**src/rtl/vga_timing_gen.sv**
```systemverilog
// vga_timing_gen
// Parametrised VGA raster timing generator with framebuffer fetch.
// Runs the horizontal/vertical beam counters, issues framebuffer reads ahead
// of the beam to cover FETCH_LAT cycles of RAM latency, and delays sync,
// blank, coordinates and frame_start so every output describes one pixel.
//
// Ports:
//   clk          pixel-rate clock
//   reset        asynchronous, active-high
//   pix_en       pixel clock enable; every register advances only when high
//   rgb_in       framebuffer read data {R,G,B}, valid FETCH_LAT pix_en cycles
//                after fb_rd/fb_addr
//   fb_rd        framebuffer read strobe
//   fb_addr      framebuffer read address
//   rgb_out      pixel colour, zero when blanked
//   hsync/vsync  sync outputs, active level = SYNC_POL
//   de           data enable (active video)
//   x, y         coordinates of the current rgb_out pixel (0 when blanked)
//   frame_start  one-pix_en pulse at the first active pixel of a frame
//
// Build option:
//   VGA_SCALE2_EN  pixel doubling; framebuffer holds (H_DISP/2)x(V_DISP/2)
//                  pixels, each read for 2 pixels on 2 consecutive lines.
//
// FETCH_LAT is expected in 0..7; output latency is L = FETCH_LAT+2 pix_en
// cycles from the counters.

module vga_timing_gen #(
    parameter int unsigned H_DISP    = 640,
    parameter int unsigned H_FP      = 16,
    parameter int unsigned H_PW      = 96,
    parameter int unsigned H_BP      = 48,
    parameter int unsigned V_DISP    = 480,
    parameter int unsigned V_FP      = 10,
    parameter int unsigned V_PW      = 2,
    parameter int unsigned V_BP      = 33,
    parameter int unsigned COLOR_W   = 4,
    parameter int unsigned ADDR_W    = 19,
    parameter int unsigned FETCH_LAT = 1,
    parameter bit          SYNC_POL  = 1'b0
) (
    input  logic                   clk,
    input  logic                   reset,
    input  logic                   pix_en,
    input  logic [3*COLOR_W-1:0]   rgb_in,
    output logic                   fb_rd,
    output logic [ADDR_W-1:0]      fb_addr,
    output logic [3*COLOR_W-1:0]   rgb_out,
    output logic                   hsync,
    output logic                   vsync,
    output logic                   de,
    output logic [9:0]             x,
    output logic [9:0]             y,
    output logic                   frame_start
);

    localparam int unsigned H_TOTAL = H_DISP + H_FP + H_PW + H_BP;
    localparam int unsigned V_TOTAL = V_DISP + V_FP + V_PW + V_BP;
    localparam int unsigned HCW     = (H_TOTAL > 2) ? $clog2(H_TOTAL) : 1;
    localparam int unsigned VCW     = (V_TOTAL > 2) ? $clog2(V_TOTAL) : 1;
    localparam int unsigned L       = FETCH_LAT + 2;
    localparam int unsigned RGB_W   = 3 * COLOR_W;

    localparam logic [HCW-1:0] H_LAST = HCW'(H_TOTAL - 1);
    localparam logic [VCW-1:0] V_LAST = VCW'(V_TOTAL - 1);

    // Per-pixel attributes carried down the delay line
    typedef struct packed {
        logic       hs;
        logic       vs;
        logic       de;
        logic [9:0] x;
        logic [9:0] y;
        logic       fs;
    } px_t;

    localparam px_t PX_RST = px_t'({~SYNC_POL, ~SYNC_POL, 1'b0, 10'd0, 10'd0, 1'b0});

    logic [HCW-1:0]    hcnt;
    logic [VCW-1:0]    vcnt;
    logic              active_c;
    logic [ADDR_W-1:0] addr_c;
    px_t               px0_c;
    px_t               pipe [L];

    // Beam counters; both wrap together at the last pixel of the frame
    always_ff @(posedge clk or posedge reset) begin
        if (reset) begin
            hcnt <= '0;
            vcnt <= '0;
        end else if (pix_en) begin
            if (hcnt == H_LAST) begin
                hcnt <= '0;
                vcnt <= (vcnt == V_LAST) ? '0 : vcnt + VCW'(1);
            end else begin
                hcnt <= hcnt + HCW'(1);
            end
        end
    end

    // Stage-0 decode of the counters
    always_comb begin
        px0_c    = PX_RST;
        active_c = (32'(hcnt) < H_DISP) && (32'(vcnt) < V_DISP);
        px0_c.hs = ((32'(hcnt) >= H_DISP + H_FP) && (32'(hcnt) < H_DISP + H_FP + H_PW))
                   ? SYNC_POL : ~SYNC_POL;
        px0_c.vs = ((32'(vcnt) >= V_DISP + V_FP) && (32'(vcnt) < V_DISP + V_FP + V_PW))
                   ? SYNC_POL : ~SYNC_POL;
        px0_c.de = active_c;
        px0_c.x  = active_c ? 10'(hcnt) : 10'd0;
        px0_c.y  = active_c ? 10'(vcnt) : 10'd0;
        px0_c.fs = (hcnt == '0) && (vcnt == '0);
    end

`ifdef VGA_SCALE2_EN
    // Each framebuffer pixel covers a 2x2 block of screen pixels
    always_comb begin
        addr_c = ADDR_W'((32'(vcnt) >> 1) * (H_DISP / 2) + (32'(hcnt) >> 1));
    end
`else
    logic [ADDR_W-1:0] addr_nxt;

    // Linear address restarts at the top-left pixel, so it never runs past
    // the last framebuffer word.
    always_comb begin
        addr_c = ((hcnt == '0) && (vcnt == '0)) ? '0 : addr_nxt;
    end

    always_ff @(posedge clk or posedge reset) begin
        if (reset) begin
            addr_nxt <= '0;
        end else if (pix_en) begin
            addr_nxt <= active_c ? addr_c + ADDR_W'(1) : addr_c;
        end
    end
`endif

    // Stage 1: framebuffer request; address holds outside active video
    always_ff @(posedge clk or posedge reset) begin
        if (reset) begin
            fb_rd   <= 1'b0;
            fb_addr <= '0;
        end else if (pix_en) begin
            fb_rd <= active_c;
            if (active_c) begin
                fb_addr <= addr_c;
            end
        end
    end

    // Attribute delay line; pipe[L-2] lines up with rgb_in, pipe[L-1] with rgb_out
    always_ff @(posedge clk or posedge reset) begin
        if (reset) begin
            for (int i = 0; i < int'(L); i++) begin
                pipe[i] <= PX_RST;
            end
        end else if (pix_en) begin
            pipe[0] <= px0_c;
            for (int i = 1; i < int'(L); i++) begin
                pipe[i] <= pipe[i-1];
            end
        end
    end

    // Colour output register, blanked outside active video
    always_ff @(posedge clk or posedge reset) begin
        if (reset) begin
            rgb_out <= '0;
        end else if (pix_en) begin
            rgb_out <= pipe[L-2].de ? rgb_in : RGB_W'(0);
        end
    end

    assign hsync       = pipe[L-1].hs;
    assign vsync       = pipe[L-1].vs;
    assign de          = pipe[L-1].de;
    assign x           = pipe[L-1].x;
    assign y           = pipe[L-1].y;
    assign frame_start = pipe[L-1].fs;

endmodule

```
**config.mk**
```make
export PLATFORM = sky130hd
export DESIGN_NAME = vga_timing_gen
export DESIGN_NICKNAME = d
export VERILOG_FILES = /design/src/rtl/vga_timing_gen.sv
export SDC_FILE = /design/constraint.sdc
export NUM_CORES = 1
export LEC_CHECK = 0
export BUFFER_PORTS_ARGS = -buffer_cell sky130_fd_sc_hd__buf_2
export CAP_MARGIN = 0
export CELL_PAD_IN_SITES_DETAIL_PLACEMENT = 0
export CELL_PAD_IN_SITES_GLOBAL_PLACEMENT = 2
export CORE_MARGIN = 2
export CORE_UTILIZATION = 39
export DETAILED_ROUTE_END_ITERATION = 8
export PLACE_DENSITY_LB_ADDON = 0.1
export SYNTH_ARGS = -nofsm -noshare
export SYNTH_HDL_FRONTEND = slang
export SYNTH_SLANG_ARGS = --single-unit
```
**constraint.sdc**
```tcl
create_clock -name clk -period 5.5 [get_ports clk]
set_input_delay 0.55 -clock clk [delete_from_list [all_inputs] [get_ports clk]]
set_output_delay 0.55 -clock clk [all_outputs]
set_load 0.05 [all_outputs]
```
==> After elaboration in Yosys (flattened, before gate mapping) <==
Index checks and enable logic that the tools add are counted.
{ "classes": {"n_reduce_logical": 8, "eq_ne": 2, "addsub": 3, "muxes": 9, "bitwise": 0, "mul": 0, "shift": 0, "div": 0, "n_lt_le_gt_ge": 6} }
{ "op_table": {"columns": ["op", "count"], "rows": [
  ["$mux 10", 4],
  ["$mux 19", 2],
  ["$add 10x1->10 const B", 2],
  ["$eq 10x10->1 const B", 2],
  ["$logic_not 10->1", 2],
  ["$lt 10x10->1 const B", 2],
  ["$lt 10x9->1 const B", 2],
  ["$add 19x1->19 const B", 1],
  ["$mux 12", 1],
  ["$ge 10x10->1 const B", 1],
  ["$ge 10x9->1 const B", 1],
  ["$logic_and 1x1->1", 4],
  ["$reduce_and 2->1", 2],
  ["$mux 1", 2]
]} }
{ "totals": {"ramBits": 0, "wordCells": 51, "romBits": 0, "memories": 0, "output_inout_bits": 56, "latch_bits": 0, "input_bits": 15, "reg_bits": 142} }

==> Longest topological paths before layout <==
{ "logic_depth": {"word_depth": 5, "mapped_depth": 12, "depth_no_buf": 11} }

==> Worst setup path before layout <==
Ideal clock, no wire load.
{ "synth_timing": {"kind": "flip-flop to flip-flop", "start": "reg vcnt[2]", "end": "reg addr_nxt[10]", "path_buffers": 2, "path_stages_with_launch": 12, "setup_time_ns": 0.126, "t_arrival_ns": 2.388, "required_ns": 5.374, "setup_slack_ns": 2.986, "synth_period_minus_slack_ns": 2.514, "path_cell_list": "dfrtp_1 buf_6 or4_4 nor3_4 nand3_2 clkbuf_1 and2_1 ha_1 and3_1 nand4_1 xor2_1 o21ai_0"} }
{ "synth_between": {"elab_chain_len": 5, "elab_cells_between_ends": 7, "cone_classes": "1 x add/sub; 1 x order compare; 2 x mux; 3 x reduce/logical"} }
{ "synth_rtl": {"columns": ["element", "line", "source"], "rows": [
  ["start: declaration", "80", "logic [VCW-1:0] vcnt;"],
  ["start signal: assignment", "94", "vcnt <= (vcnt == V_LAST) ? '0 : vcnt + VCW'(1);"],
  ["$logic_not 10->1", "126", "addr_c = ((hcnt == '0) && (vcnt == '0)) ? '0 : addr_nxt;"],
  ["$logic_and 1x1->1", "126", null],
  ["$mux 19", "126", null],
  ["named net addr_c[0]", "82", "logic [ADDR_W-1:0] addr_c;"],
  ["$add 19x1->19", "133", "addr_nxt <= active_c ? addr_c + ADDR_W'(1) : addr_c;"],
  ["$mux 19", "133", null],
  ["end signal: assignment", "133", null],
  ["end: declaration", "121", "logic [ADDR_W-1:0] addr_nxt;"]
]} }
The timed path passes the listed nets, and every way through them passes these cells.
A chain may end at the register's enable or synchronous reset.

==> Final worst setup path <==
{ "layout_timing": {"start": "reg vcnt[2]", "end": "reg addr_nxt[12]"} }
The elaborated chain is that of the path after synthesis.

==> impl_metrics.json <==
{
  "status": "finished clean",
  "numCtsBuffers": 17,
  "worstSkewPairLatency_ns": 0.43,
  "diodes": 0,
  "dp_hpwl_um": 8070,
  "setup_viol": 0,
  "tns_ns": 0,
  "gr-total-overflow": 0,
  "design.core.area_um2": 15800,
  "cp_num_cells": 9,
  "initial_core_util": 0.395,
  "drive_gt1_frac": 0.295,
  "grt_usage": 0.164,
  "ys_seq_area_frac": 0.571,
  "netlist.area_leader.share": 0.546,
  "post-route-period-util": 0.542,
  "post_cts_buffers": 0,
  "synth_edf_count": 0,
  "via_per_inst": 5.12,
  "grt_pass1_vias": 4060,
  "final_nets": 596,
  "powerDensity_nw_per_um2": 418,
  "timing.max_cap.violations": 0,
  "grt_pass1_wl_um": 21400,
  "cts_root_buf": "clkbuf_16",
  "crit_path_end_kind": "flip-flop",
  "async_flop_share": 1.00,
  "p_comb_frac": 0.174,
  "worstPathArrival_ns": 3.32,
  "startpoint_type": "flip-flop",
  "pwr-share-seq": 0.432,
  "slew_headroom": 0.284,
  "detail_route.wl_per_cell_um": 16.2,
  "synth_seq_cells": 142,
  "fp.dieW_um": 130,
  "slew_viol_final": 0,
  "area_growth_pct": 15.0,
  "htree_levels": 4,
  "numPortBuffers": 70,
  "path_class": "flip-flop to flip-flop",
  "cp_cell_sequence": "or4_4 -> nor3_4 -> nand3_2 -> and2_1 -> ha_1 -> and3_1 -> nand2_2 -> o21ai_0 -> a31oi_1",
  "synth.area.top_cells": "dfrtp_1 (55%), mux2_2 (9.0%), a22o_1 (4.4%)",
  "swShare": 0.306,
  "p_leak_nw": 3.34,
  "drt_first_pass_iters": 4,
  "pin_count": 71,
  "min_path_type": "input pin to asynchronous set/reset pin",
  "cts_resized": 0,
  "rows": 46,
  "synthTopCellsByCount": "dfrtp_1 (136), nand2_1 (63), mux2_2 (50)",
  "net-switching-power_mw": 0.919,
  "max_stage_delay_ns": 0.57,
  "clkSinkCount": 142,
  "tightest_slew_ns": 1.07,
  "fmax_mhz": 335,
  "cts_buffer_depth": 2,
  "place_inst": 773,
  "postSynthNetCount": 558,
  "ir_drop_uv": 211,
  "clock_skew_ns": 0.00948,
  "finalHoldViolCount": 0,
  "fin_crit_ns": 2.98,
  "cp.required_ns": 5.84,
  "clk_pin_slew_worst_paths_ns": 0.06,
  "critPathTopFamily": "simple AND/OR/NAND/NOR gates",
  "drt-total-wl_um": 13100,
  "drc": 0,
  "p_int_mw": 2.08,
  "drtIter0Drc": 209,
  "path_buf_inv": 0,
  "vias": 4121,
  "cts_tree": "built",
  "cpMaxStageDelayCell": "or4_4",
  "die_y_um": 130,
  "yosys_warnings": 0,
  "yosysMostFrequentCell": "dfrtp_1",
  "yosysUniqueCellTypes": 47,
  "synth_cells": 538,
  "fin_cells": 805,
  "rsz0062_at_grt": "no",
  "ant_nets": 0,
  "netlist_area_um2": 6230,
  "synth.avg_cell_area_um2": 11.6,
  "synth_top_flop_cell": "dfrtp_1",
  "die_area_um2": 17000,
  "p_clk_frac": 0.394,
  "postCtsHoldBufs": 0,
  "rr_worst_depth": 9,
  "grt_max_degree": 97,
  "gp_congestion": 0.786,
  "synth_top_area_cell": "dfrtp_1",
  "grt_antenna_before_repair": 0,
  "path_max_fanout": 25
}
[registers in the layout, indices dropped and copies added (netlist names), 10 cells and up]
register  count
addr_nxt     19
fb_addr      19
hcnt         10
pipe         48
rgb_out      12
vcnt         10
x            10
y            10
[kinds of logic after synthesis]
family,share of synthesized area
flip-flops,0.571
adder cells (fa/ha/maj),0.0100
XOR/XNOR,0.0183
AO/OA/AOI/OAI,0.105
buffers and inverters,0.0590
AND/OR/NAND/NOR,0.140
multiplexers,0.0967
[path summary, 6_finish.rpt]
kind / start / endpoint / slack (ns)
worst max-delay path: vcnt[2] / addr_nxt[12] / 2.52
worst min-delay path: reset / y[3] / 0.30
worst max register to register: vcnt[2] / addr_nxt[12] / 2.52
worst min register to register: fb_addr[4] / fb_addr[4] / 0.47
max in group asynchronous: reset / pipe[35] / 4.08
min in group clk: rgb_in[1] / rgb_out[1] / 0.34
[metrics by stage]
step / hold WS, ns / worst slack (ns) / instance area [um^2] / power [mW] / util
after floorplan: 0.458 / 1.15 / 6230 / 1.74 / -
after CTS: 0.319 / 2.53 / 7170 / 3.04 / 0.455
after global placement: 0.458 / 2.63 / 6560 / 1.83 / 0.416
after global routing: 0.323 / 2.35 / 7170 / 3.14 / 0.455
after detailed placement: 0.465 / 2.56 / 6560 / 1.84 / 0.416
final: 0.303 / 2.52 / 7170 / 3.00 / 0.455
[layout by cell type (no fill, tap or decap), types with 5 or more instances in the layout]
cell / instances
nor3_1: 6
mux2_2: 50
xnor2_1: 7
a21o_1: 5
a22o_1: 31
a31oi_1: 6
dfrtp_1: 136
ha_1: 5
nand3_1: 24
clkbuf_16: 17
dfstp_2: 6
nand2_1: 63
or3_1: 5
o21ai_0: 32
and3_1: 9
buf_2: 70
inv_1: 7
nand4_1: 10
a21oi_1: 6
and2_1: 8
nor2_1: 15
o211ai_1: 5
xor2_1: 6
[layer usage]
| layer | share of wire | GRT usage | up-vias | wire [um] |
|---|---|---|---|---|
| met2 | 0.46 | 0.253 | 92 | 6000 |
| met5 | 0 | 0 | - | 0 |
| met3 | 0.036 | 0.0387 | 15 | 468 |
| met4 | 0.017 | 0.0676 | 0 | 223 |
| met1 | 0.49 | 0.225 | 2040 | 6360 |
| li1 | - | - | 1974 | - |
[layout make-up]
type	instances	area, um^2
Clock buffer	19	443
Clock inverter	13	165
Fill cell	1511	8600
Inverter	9	38.8
Multi-Input combinational cell	332	2310
Sequential cell	142	3560
Tap cell	216	270
Timing Repair Buffer	74	380
[power groups by stage]
| stage | Sequential (mW) | Clock (mW) | Combinational, mW |
|---|---|---|---|
| finish | 1.30 | 1.18 | 0.521 |
| detailed placement | 1.32 | 0 | 0.526 |
| floorplan | 1.38 | 0 | 0.362 |
| CTS | 1.30 | 1.22 | 0.528 |
| global placement | 1.31 | 0 | 0.519 |
| global route | 1.32 | 1.26 | 0.566 |
Note: power is estimated with default switching activity, not from simulation.
